==> src/rtl/sm3_pkg.sv <==
// Shared SM3 message-expansion definitions: FSM states, widths, round count and rotate amounts.
package sm3_pkg;

    localparam int WORD_W    = 32;
    localparam int BLOCK_W   = 512;
    localparam int WIN_DEPTH = 16;
    localparam int ROUNDS    = 64;
    localparam int J_W       = 7;

    // Rotate amounts used by the expansion recurrence and by P1
    localparam int ROT_7  = 7;
    localparam int ROT_15 = 15;
    localparam int ROT_23 = 23;

    typedef logic [WORD_W-1:0] word_t;
    typedef logic [J_W-1:0]    rnd_t;

    typedef enum logic [1:0] {
        ST_IDLE = 2'd0,
        ST_RUN  = 2'd1,
        ST_DONE = 2'd2
    } state_t;

    localparam rnd_t LAST_RND = rnd_t'(ROUNDS - 1);

    function automatic word_t rotl(input word_t x, input int unsigned n);
        return (x << n) | (x >> (WORD_W - n));
    endfunction

endpackage

==> src/rtl/sm3_message_expander_if.sv <==
// Block-in / round-word-out bus of the SM3 message expander.
// Vectors are [N-1:0]; the MSB is what the SM3 text calls bit 0, so W0 sits in input_block[511:480].
interface sm3_message_expander_if;
    import sm3_pkg::*;

    logic [BLOCK_W-1:0] input_block;
    logic               input_start;
    logic               input_ready;
    logic               output_valid;
    logic [WORD_W-1:0]  output_W;
    logic [WORD_W-1:0]  output_W1;
    logic [J_W-1:0]     output_j;
    logic               output_busy;
    logic               output_done;

    modport master (
        output input_block, input_start, input_ready,
        input  output_valid, output_W, output_W1, output_j, output_busy, output_done
    );

    modport slave (
        input  input_block, input_start, input_ready,
        output output_valid, output_W, output_W1, output_j, output_busy, output_done
    );

endinterface

==> src/rtl/PermutationP1.sv <==
// SM3 permutation P1(x) = x ^ rotl(x,15) ^ rotl(x,23); purely combinational.
// Zero latency, no flow control.
module PermutationP1
    import sm3_pkg::*;
(
    input  word_t x_i,
    output word_t y_o
);

    assign y_o = x_i ^ rotl(x_i, ROT_15) ^ rotl(x_i, ROT_23);

endmodule

==> src/rtl/sm3_message_expander.sv <==
// Streams the 64 SM3 round word pairs (W_j, W'_j) from a 16-word sliding window; first pair valid
// the cycle after start. input_ready low freezes window, j and outputs; valid is never retracted.
module sm3_message_expander
    import sm3_pkg::*;
(
    input  logic                   input_clk,
    input  logic                   input_rst_n,
    sm3_message_expander_if.slave  bus
);

    state_t state_q, state_d;
    word_t  win_q [WIN_DEPTH];
    word_t  win_d [WIN_DEPTH];
    rnd_t   j_q, j_d;

    logic   load;
    logic   hs;
    logic   last_hs;
    word_t  p1_in;
    word_t  p1_out;
    word_t  w_new;

    assign load    = (state_q == ST_IDLE) && bus.input_start;
    assign hs      = (state_q == ST_RUN) && bus.input_ready;
    assign last_hs = hs && (j_q == LAST_RND);

    // W_(j+16) from the window: win[k] currently holds W_(j+k)
    assign p1_in = win_q[0] ^ win_q[7] ^ rotl(win_q[13], ROT_15);

    PermutationP1 u_p1 (
        .x_i (p1_in),
        .y_o (p1_out)
    );

    assign w_new = p1_out ^ rotl(win_q[3], ROT_7) ^ win_q[10];

    always_comb begin
        state_d = state_q;
        case (state_q)
            ST_IDLE: if (bus.input_start) state_d = ST_RUN;
            ST_RUN:  if (last_hs)         state_d = ST_DONE;
            ST_DONE:                      state_d = ST_IDLE;
            default:                      state_d = ST_IDLE;
        endcase
    end

    // The last handshake leaves j at 63 so the counter can never wrap inside RUN
    always_comb begin
        win_d = win_q;
        j_d   = j_q;
        if (load) begin
            for (int k = 0; k < WIN_DEPTH; k++) begin
                win_d[k] = bus.input_block[BLOCK_W - 1 - k * WORD_W -: WORD_W];
            end
            j_d = '0;
        end else if (hs && !last_hs) begin
            for (int k = 0; k < WIN_DEPTH - 1; k++) begin
                win_d[k] = win_q[k + 1];
            end
            win_d[WIN_DEPTH - 1] = w_new;
            j_d = j_q + rnd_t'(1);
        end
    end

    always_ff @(posedge input_clk or negedge input_rst_n) begin
        if (!input_rst_n) begin
            state_q <= ST_IDLE;
            j_q     <= '0;
            for (int k = 0; k < WIN_DEPTH; k++) begin
                win_q[k] <= '0;
            end
        end else begin
            state_q <= state_d;
            j_q     <= j_d;
            win_q   <= win_d;
        end
    end

    assign bus.output_valid = (state_q == ST_RUN);
    assign bus.output_W     = win_q[0];
    assign bus.output_W1    = win_q[0] ^ win_q[4];
    assign bus.output_j     = j_q;
    assign bus.output_busy  = (state_q != ST_IDLE);
    assign bus.output_done  = (state_q == ST_DONE);

endmodule

==> src/flat_wrapper.sv <==
// flat-port wrapper written by rule: the top's interface ports become plain ports
module sm3_message_expander_flat import sm3_pkg::*;
  (input_clk, input_rst_n, bus_input_block, bus_input_start, bus_input_ready, bus_output_valid, bus_output_W, bus_output_W1, bus_output_j, bus_output_busy, bus_output_done);
  sm3_message_expander_if bus_i ();
  input  logic input_clk;
  input  logic input_rst_n;
  input wire logic [$bits(bus_i.input_block)-1:0] bus_input_block;
  input wire logic [$bits(bus_i.input_start)-1:0] bus_input_start;
  input wire logic [$bits(bus_i.input_ready)-1:0] bus_input_ready;
  output wire logic [$bits(bus_i.output_valid)-1:0] bus_output_valid;
  output wire logic [$bits(bus_i.output_W)-1:0] bus_output_W;
  output wire logic [$bits(bus_i.output_W1)-1:0] bus_output_W1;
  output wire logic [$bits(bus_i.output_j)-1:0] bus_output_j;
  output wire logic [$bits(bus_i.output_busy)-1:0] bus_output_busy;
  output wire logic [$bits(bus_i.output_done)-1:0] bus_output_done;
  assign bus_i.input_block = bus_input_block;
  assign bus_i.input_start = bus_input_start;
  assign bus_i.input_ready = bus_input_ready;
  assign bus_output_valid = bus_i.output_valid;
  assign bus_output_W = bus_i.output_W;
  assign bus_output_W1 = bus_i.output_W1;
  assign bus_output_j = bus_i.output_j;
  assign bus_output_busy = bus_i.output_busy;
  assign bus_output_done = bus_i.output_done;
  sm3_message_expander u_core (.input_clk(input_clk), .input_rst_n(input_rst_n), .bus(bus_i));
endmodule
==> config.mk <==
export PLATFORM = sky130hd
export DESIGN_NAME = sm3_message_expander_flat
export DESIGN_NICKNAME = d
export VERILOG_FILES = /design/src/rtl/sm3_pkg.sv /design/src/rtl/sm3_message_expander_if.sv /design/src/rtl/PermutationP1.sv /design/src/rtl/sm3_message_expander.sv /design/src/flat_wrapper.sv
export SDC_FILE = /design/constraint.sdc
export NUM_CORES = 1
export LEC_CHECK = 0
export ABC_AREA = 1
export CORE_ASPECT_RATIO = 0.8
export CORE_MARGIN = 4
export CORE_UTILIZATION = 50
export CTS_CLUSTER_DIAMETER = 30
export DETAILED_ROUTE_END_ITERATION = 7
export HOLD_SLACK_MARGIN = 0.12
export PLACE_DENSITY_LB_ADDON = 0.3
export REMOVE_ABC_BUFFERS = 1
export SYNTH_ARGS = -nofsm -noshare
export SYNTH_HDL_FRONTEND = slang
export SYNTH_SLANG_ARGS = --single-unit
==> constraint.sdc <==
create_clock -name input_clk -period 2.2 [get_ports input_clk]
set_clock_uncertainty 0.15 [all_clocks]
set_input_delay 0.66 -clock input_clk [delete_from_list [all_inputs] [get_ports input_clk]]
set_output_delay 0.66 -clock input_clk [all_outputs]
set_load 0.03 [all_outputs]
==> metrics.txt, run 1 <==
first-pass GRT wire length 148000 um; worst-margin pin slew 0.428 ns; routed len/inst 19.1 um; setup ws final -0.115 ns; CTS buffer count 96; crit end category output port; die area about 59000 um2; Final Routed Wirelength about 100000 um; Hold/Removal Path Class in -> async; Ys Warns 0; Reg2Reg Setup Slack -0.01 ns; max cap viols 0; largest net degree at the start of global routing between 70 and 80; Synth Instances roughly 3.8k; Final setup viols 24; GRT overflow 0; unrepaired setup endpoints after global routing yes; Worst Reg-to-Reg Cells 11; Synth area leaders dfrtp_1, nand2_1, a31oi_1; static leakage 19.0 nW; post-route design area between 30000 and 40000 um2; fill count about 3.8k; fmax 432 MHz; initial drt markers ~3.2k; Slew Viols, Final 0; Yosys reg bits 521; Rows 76; CP max FO 2; commonest non-fill, non-tap cell in the layout nand2_1; min Tclk post-route approximately 2.3 ns; Skew-Pair Late Insertion Delay 0.66 ns; Boundary Pins 590; Slew HR 71.5%; Setup crit start kind register; # H-tree levels 3; CTS clk-pin slew, worst paths 0.06 ns; CORE AREA 54200 um2; Yosys top cell area share 47.3%; Hold Vio Cnt, Final 0; First-pass DRT Iterations 8; Clock Tree Buf Depth 3; Via Count 29.4k; area leader, netlist dfrtp_1; reg2reg end u_core.win_q[471]; gpl congestion 0.915; hold slack 0.304 ns; CTS root buffer clkbuf_16; GRT Overall Usage about a third; area of the multi-input gates 12500 um2; ANT nets after route 0; placed inst area approximately 35000 um2; Synth Area per Inst 7.31 um2; initial antenna violation count 8; count of cell types in the netlist 23; CTS tree yes; Net count, final around 5k; failing checks design-rule violations, negative setup slack; share of cells above drive strength 1 12.5%; FF-to-FF Start u_core.bus.output_j[0]; DR vias/cell 5.59; status finished with violations; Area Overhead vs Synth 43.3%; CP Class reg -> out; synthesized area 27600 um2; Residual DRC 4; vias in the first global route 27.8k; Initial Util 50.9%; clock sink count 521; post-synthesis sequential area ratio 47.3%; CP required 1.39 ns; Die Y 218 um; worst vdd ir 1090 uV; dpl hpwl 69200 um; commonest cells after routing, fill and taps aside nand2_1, clkdlybuf4s50_1, dfrtp_1, a31oi_1, nor2_1; Seq. cell area 13000 um2; pwr dens around 1500 nW/um2; Die X-Extent 271 um; final critical-path share of the clock period 105%; port buffer count 589; Crit path arrival time roughly 1.5 ns
-- kinds of logic after synthesis --
family / Yosys count / share of synthesized area [%]
and+or+nand+nor: 2258 / 31.8
DFF: 521 / 47.3
AOI/OAI and AO/OA: 489 / 11.1
buffers and inverters: 444 / 8.03
xor gates and xnor gates: 55 / 1.75
adders and majority gates: 1 / 0.0454
-- cells in the mapped netlist --
| cell | instances |
|---|---|
| nand2_1 | 1597 |
| dfrtp_1 | 521 |
| nor2_1 | 488 |
| a31oi_1 | 480 |
| inv_1 | 175 |
| nand3_1 | 138 |
| clkbuf_1 | 113 |
| buf_2 | 70 |
| buf_6 | 45 |
| xor2_1 | 44 |
| buf_4 | 32 |
| nand3b_1 | 28 |
| xnor2_1 | 11 |
| buf_1 | 7 |
| o21ai_0 | 5 |
| a21oi_1 | 3 |
| inv_2 | 2 |
| nand2_2 | 2 |
| nand4_1 | 2 |
| nor3_1 | 2 |
| a211oi_1 | 1 |
| and3_1 | 1 |
| ha_1 | 1 |
-- per-stage QoR --
step           cells  setup WS [ns]  utilization, %  setup TNS [ns]  total power, mW
2_1_floorplan   3501         -26.67               -               -             33.8
6_report        5261         -0.115            72.9           -1.24             59.2
5_1_grt         5260         -0.150            72.9           -3.89             62.9
3_3_place_gp    5008         -0.354            64.9         -141.85             41.0
3_5_place_dp    5008         -0.355            64.9         -145.54             42.0
4_1_cts         5219         -0.145            71.6           -1.88             58.0
-- final cells by class --
cell class                 instances  share of cell area [%]
sequential                       521                    33.0
inverter                         177                    1.76
clock inverter                    62                    1.90
timing repair buffer             870                    22.6
tap                              702                    2.22
antenna                            7                  0.0444
multi-input combinational       2805                    31.7
clock buffer                     117                    6.74
-- worst max-delay path by stage --
stage / start / endpoint / slack [ns]
after global routing: u_core.bus.output_W[29] / bus_output_W1[29] / -0.15
final: u_core.bus.output_W[9] / bus_output_W1[9] / -0.11
after floorplan: bus_input_start / u_core.win_q[0] / -26.67
after CTS: u_core.bus.output_W[9] / bus_output_W1[9] / -0.14
after global placement: bus_input_ready / u_core.win_q[91] / -0.35
after detailed placement: bus_input_ready / u_core.win_q[178] / -0.35
-- per-layer routing --
layer / up-vias / routed length, um / global-route usage, %
met4: 2 / 4730 / 13.1
li1: 13600 / - / -
met3: 325 / 9390 / 7.28
met1: 13900 / 38800 / 40.3
met5: - / 17 / 0
met2: 1611 / 47300 / 51.6
-- registers in the layout, summed over array words and instances, names as in the netlist --
register / count
u_core.bus.output_W: 32
u_core.bus.output_j: 7
u_core.state_q: 2
u_core.win_q: 480
-- critical path, stage by stage, from the launching register on --
cell	delay, ns
dfrtp_1	0.39
buf_6	0.14
xor2_4	0.17
buf_12	0.14
-- power by group --
| group | switching, mW | internal [mW] |
|---|---|---|
| sequential | 4.39 | 14.3 |
| clock | 5.62 | 9.74 |
| combinational | 14.8 | 10.4 |
| total | 24.8 | 34.4 |
-- what timing repair did --
| item | in CTS | in global routing |
|---|---|---|
| hold buffers | 1 | 0 |
| gates resized for setup | 337 | 102 |
| gates cloned | 0 | 11 |
| hold endpoints to repair | 303 | 0 |
| buffers inserted | 31 | 24 |
| pin swaps | 4 | 11 |
| setup endpoints to repair | 75 | 379 |
Power figures use the tool's default switching activity.
==> inputs of run 2 (changes only) <==
--- a/config.mk
+++ b/config.mk
@@ -7,7 +7,7 @@
 export LEC_CHECK = 0
 export ABC_AREA = 1
 export CORE_ASPECT_RATIO = 0.8
-export CORE_MARGIN = 4
+export CORE_MARGIN = 10
 export CORE_UTILIZATION = 50
 export CTS_CLUSTER_DIAMETER = 30
 export DETAILED_ROUTE_END_ITERATION = 7
==> metrics.txt, run 2 (synthesis gave the netlist of run 1 again) <==
Via Count 33.1k (+13%); First-pass DRT Iterations 8 (unchanged); first-pass GRT wire length 153000 um (+3.8%); static leakage 20.2 nW (+6.4%); Hold/Removal Path Class reg -> reg; port buffer count 589 (unchanged); ANT nets after route 0 (unchanged); top cell family by delay on the critical path buffers and inverters; post-route design area 44200 um2 (+12%); Slew Viols, Final 0 (unchanged); share of cells above drive strength 1 22.3% (+9.8 points); placed inst area 35000 um2 (-0.35%); Net count, final 5045 (+1.1%); DR vias/cell 6.23 (+11%); slowest stage cell, crit path a31oi_1; Die Y 230 um (+5.5%); fill count 2692 (-30%); initial antenna violation count 10 (+2); Overall Power 67.8 mW (+15%); Rows 76 (unchanged); clock sink count 521 (unchanged); fmax 409 MHz (-5.3%); CORE AREA 54200 um2 (unchanged); # H-tree levels 3 (unchanged); Skew-Pair Late Insertion Delay 0.65 ns (about the same); worst-path cell chain nor2_2 > buf_4 > buf_4 > nand2_8 > buf_16 > buf_4 > nand2_1 > a31oi_1; failing checks design-rule violations, negative setup slack; routed len/inst 24.7 um (+29%); GRT overflow 0 (unchanged); max incr delay on CP 0.47 ns (+0.08 ns); Post-Route Setup TNS -7.18 ns (-5.95 ns); final critical-path share of the clock period 111% (+5.9 points); max cap viols 0 (unchanged); initial drt markers 4787 (+50%); Post-Route Utilization 81.6% (+8.8 points); CP most frequent cell buf_4; Residual DRC 3 (-1); gpl congestion 0.904 (-1.2%); CP Class reg -> reg; Initial Util 50.9% (unchanged); vias in the first global route 28.3k (+1.9%); CP bufs+invs 4 (+2); Largest Register u_core.win_q; setup ws final -0.245 ns (-0.130 ns); min Tclk post-route 2.44 ns (+0.130 ns); unrepaired setup endpoints after global routing yes; crit end category register; CTS tree yes; fin cells 5324 (+1.2%); dpl hpwl 73400 um (+6.1%); pwr dens 1530 nW/um2 (+2.3%); largest net degree at the start of global routing 52 (-31%); Final setup viols 219 (+810%); CTS buffer count 100 (+4.2%); Area Overhead vs Synth 60.5%; CTS root buffer clkbuf_16; status finished with violations; commonest non-fill, non-tap cell in the layout nand2_1; Boundary Pins 590 (unchanged); worst-margin pin slew 0.615 ns (+0.187 ns); CP max FO 39 (+37); Setup crit start kind register; commonest cells after routing, fill and taps aside nand2_1, clkdlybuf4s50_1, dfrtp_1, a31oi_1, nor2_4; Clock Tree Buf Depth 3 (unchanged); die area 65000 um2 (+10%); setup slack at placement -0.327 ns (+0.0274 ns); Final Routed Wirelength 131000 um (+31%); worst vdd ir 915 uV (-16%); Slew HR 59.0% (-12 points); CTS clk-pin slew, worst paths 0.06 ns (about the same); hold slack 0.335 ns (+0.0308 ns); placed cell count 4986 (-0.44%); Crit path arrival time 2.77 ns (+1.27 ns); CP required 2.53 ns (+1.14 ns); max FFs per register 480 (unchanged); Die X-Extent 283 um (+4.4%); Hold Vio Cnt, Final 0 (unchanged); GRT Overall Usage 29.8% (-1.6 points)
run 2: cell types whose count changed in the layout (fill, tap and decap cells not counted), sizes merged:
cell	before	now
buf	337	314
bufinv	8	20
clkbuf	127	188
clkdlybuf4s15	8	18
clkinv	21	28
clkinvlp	13	11
diode	7	9
dlygate4sd2	0	1
inv	197	190
nand2	1601	1603
run 2: power by group:
group	total (mW)	internal [mW]	switching (mW)	leakage [nW]
Sequential	20.3	14.3	6.04	5.56
Clock	17.1	11.2	5.93	1.78
Combinational	30.5	12.6	17.9	12.8
run 2: path summary, 6_finish.rpt:
kind / from / to / slack [ns] / cells past startpoint
max: u_core.state_q[0] / u_core.win_q[153] / -0.24 / 8
min: u_core.win_q[21] / u_core.win_q[21] / 0.34 / 2
max reg2reg: u_core.state_q[0] / u_core.win_q[153] / -0.24 / 8
min reg2reg: u_core.win_q[21] / u_core.win_q[21] / 0.34 / 2
max in group asynchronous: input_rst_n / u_core.win_q[319] / 0.72 / 3
min in group asynchronous: input_rst_n / u_core.win_q[365] / 0.44 / 2
run 2: timing repair:
item / 4_1_cts / 5_1_grt
setup endpoints to repair: 88 / 517
gates resized for setup: 354 / 742
gates cloned: 0 / 89
setup buffers: 34 / 19
pin swaps: 8 / 41
endpoints found under the hold margin: 21 / 0
hold buffers: 1 / 0
run 2: cell type report:
| cell class | instances | area [um2] | share of cell area (%) |
|---|---|---|---|
| Sequential cell | 521 | 13000 | 29.5 |
| Timing Repair Buffer | 921 | 10800 | 24.5 |
| Antenna cell | 9 | 22.5 | 0.0509 |
| Multi-Input combinational cell | 2807 | 15100 | 34.0 |
| Clock buffer | 115 | 2660 | 6.02 |
| Inverter | 177 | 689 | 1.56 |
| Tap cell | 702 | 878 | 1.99 |
| Clock inverter | 72 | 1040 | 2.36 |
run 2: metal layers:
layer	vias to the layer above	global-route usage [%]	share of wire [%]
li1	13800	-	-
met1	15600	36.8	33
met2	2980	49.2	46
met3	804	7.71	13
met4	8	11.6	7.3
met5	-	0	0.043
run 2: worst min-delay path, delay by kind of cell (launching register included):
family / cells / cell delay (ns)
DFF: 1 / 0.35
and+or+nand+nor: 2 / 0.10
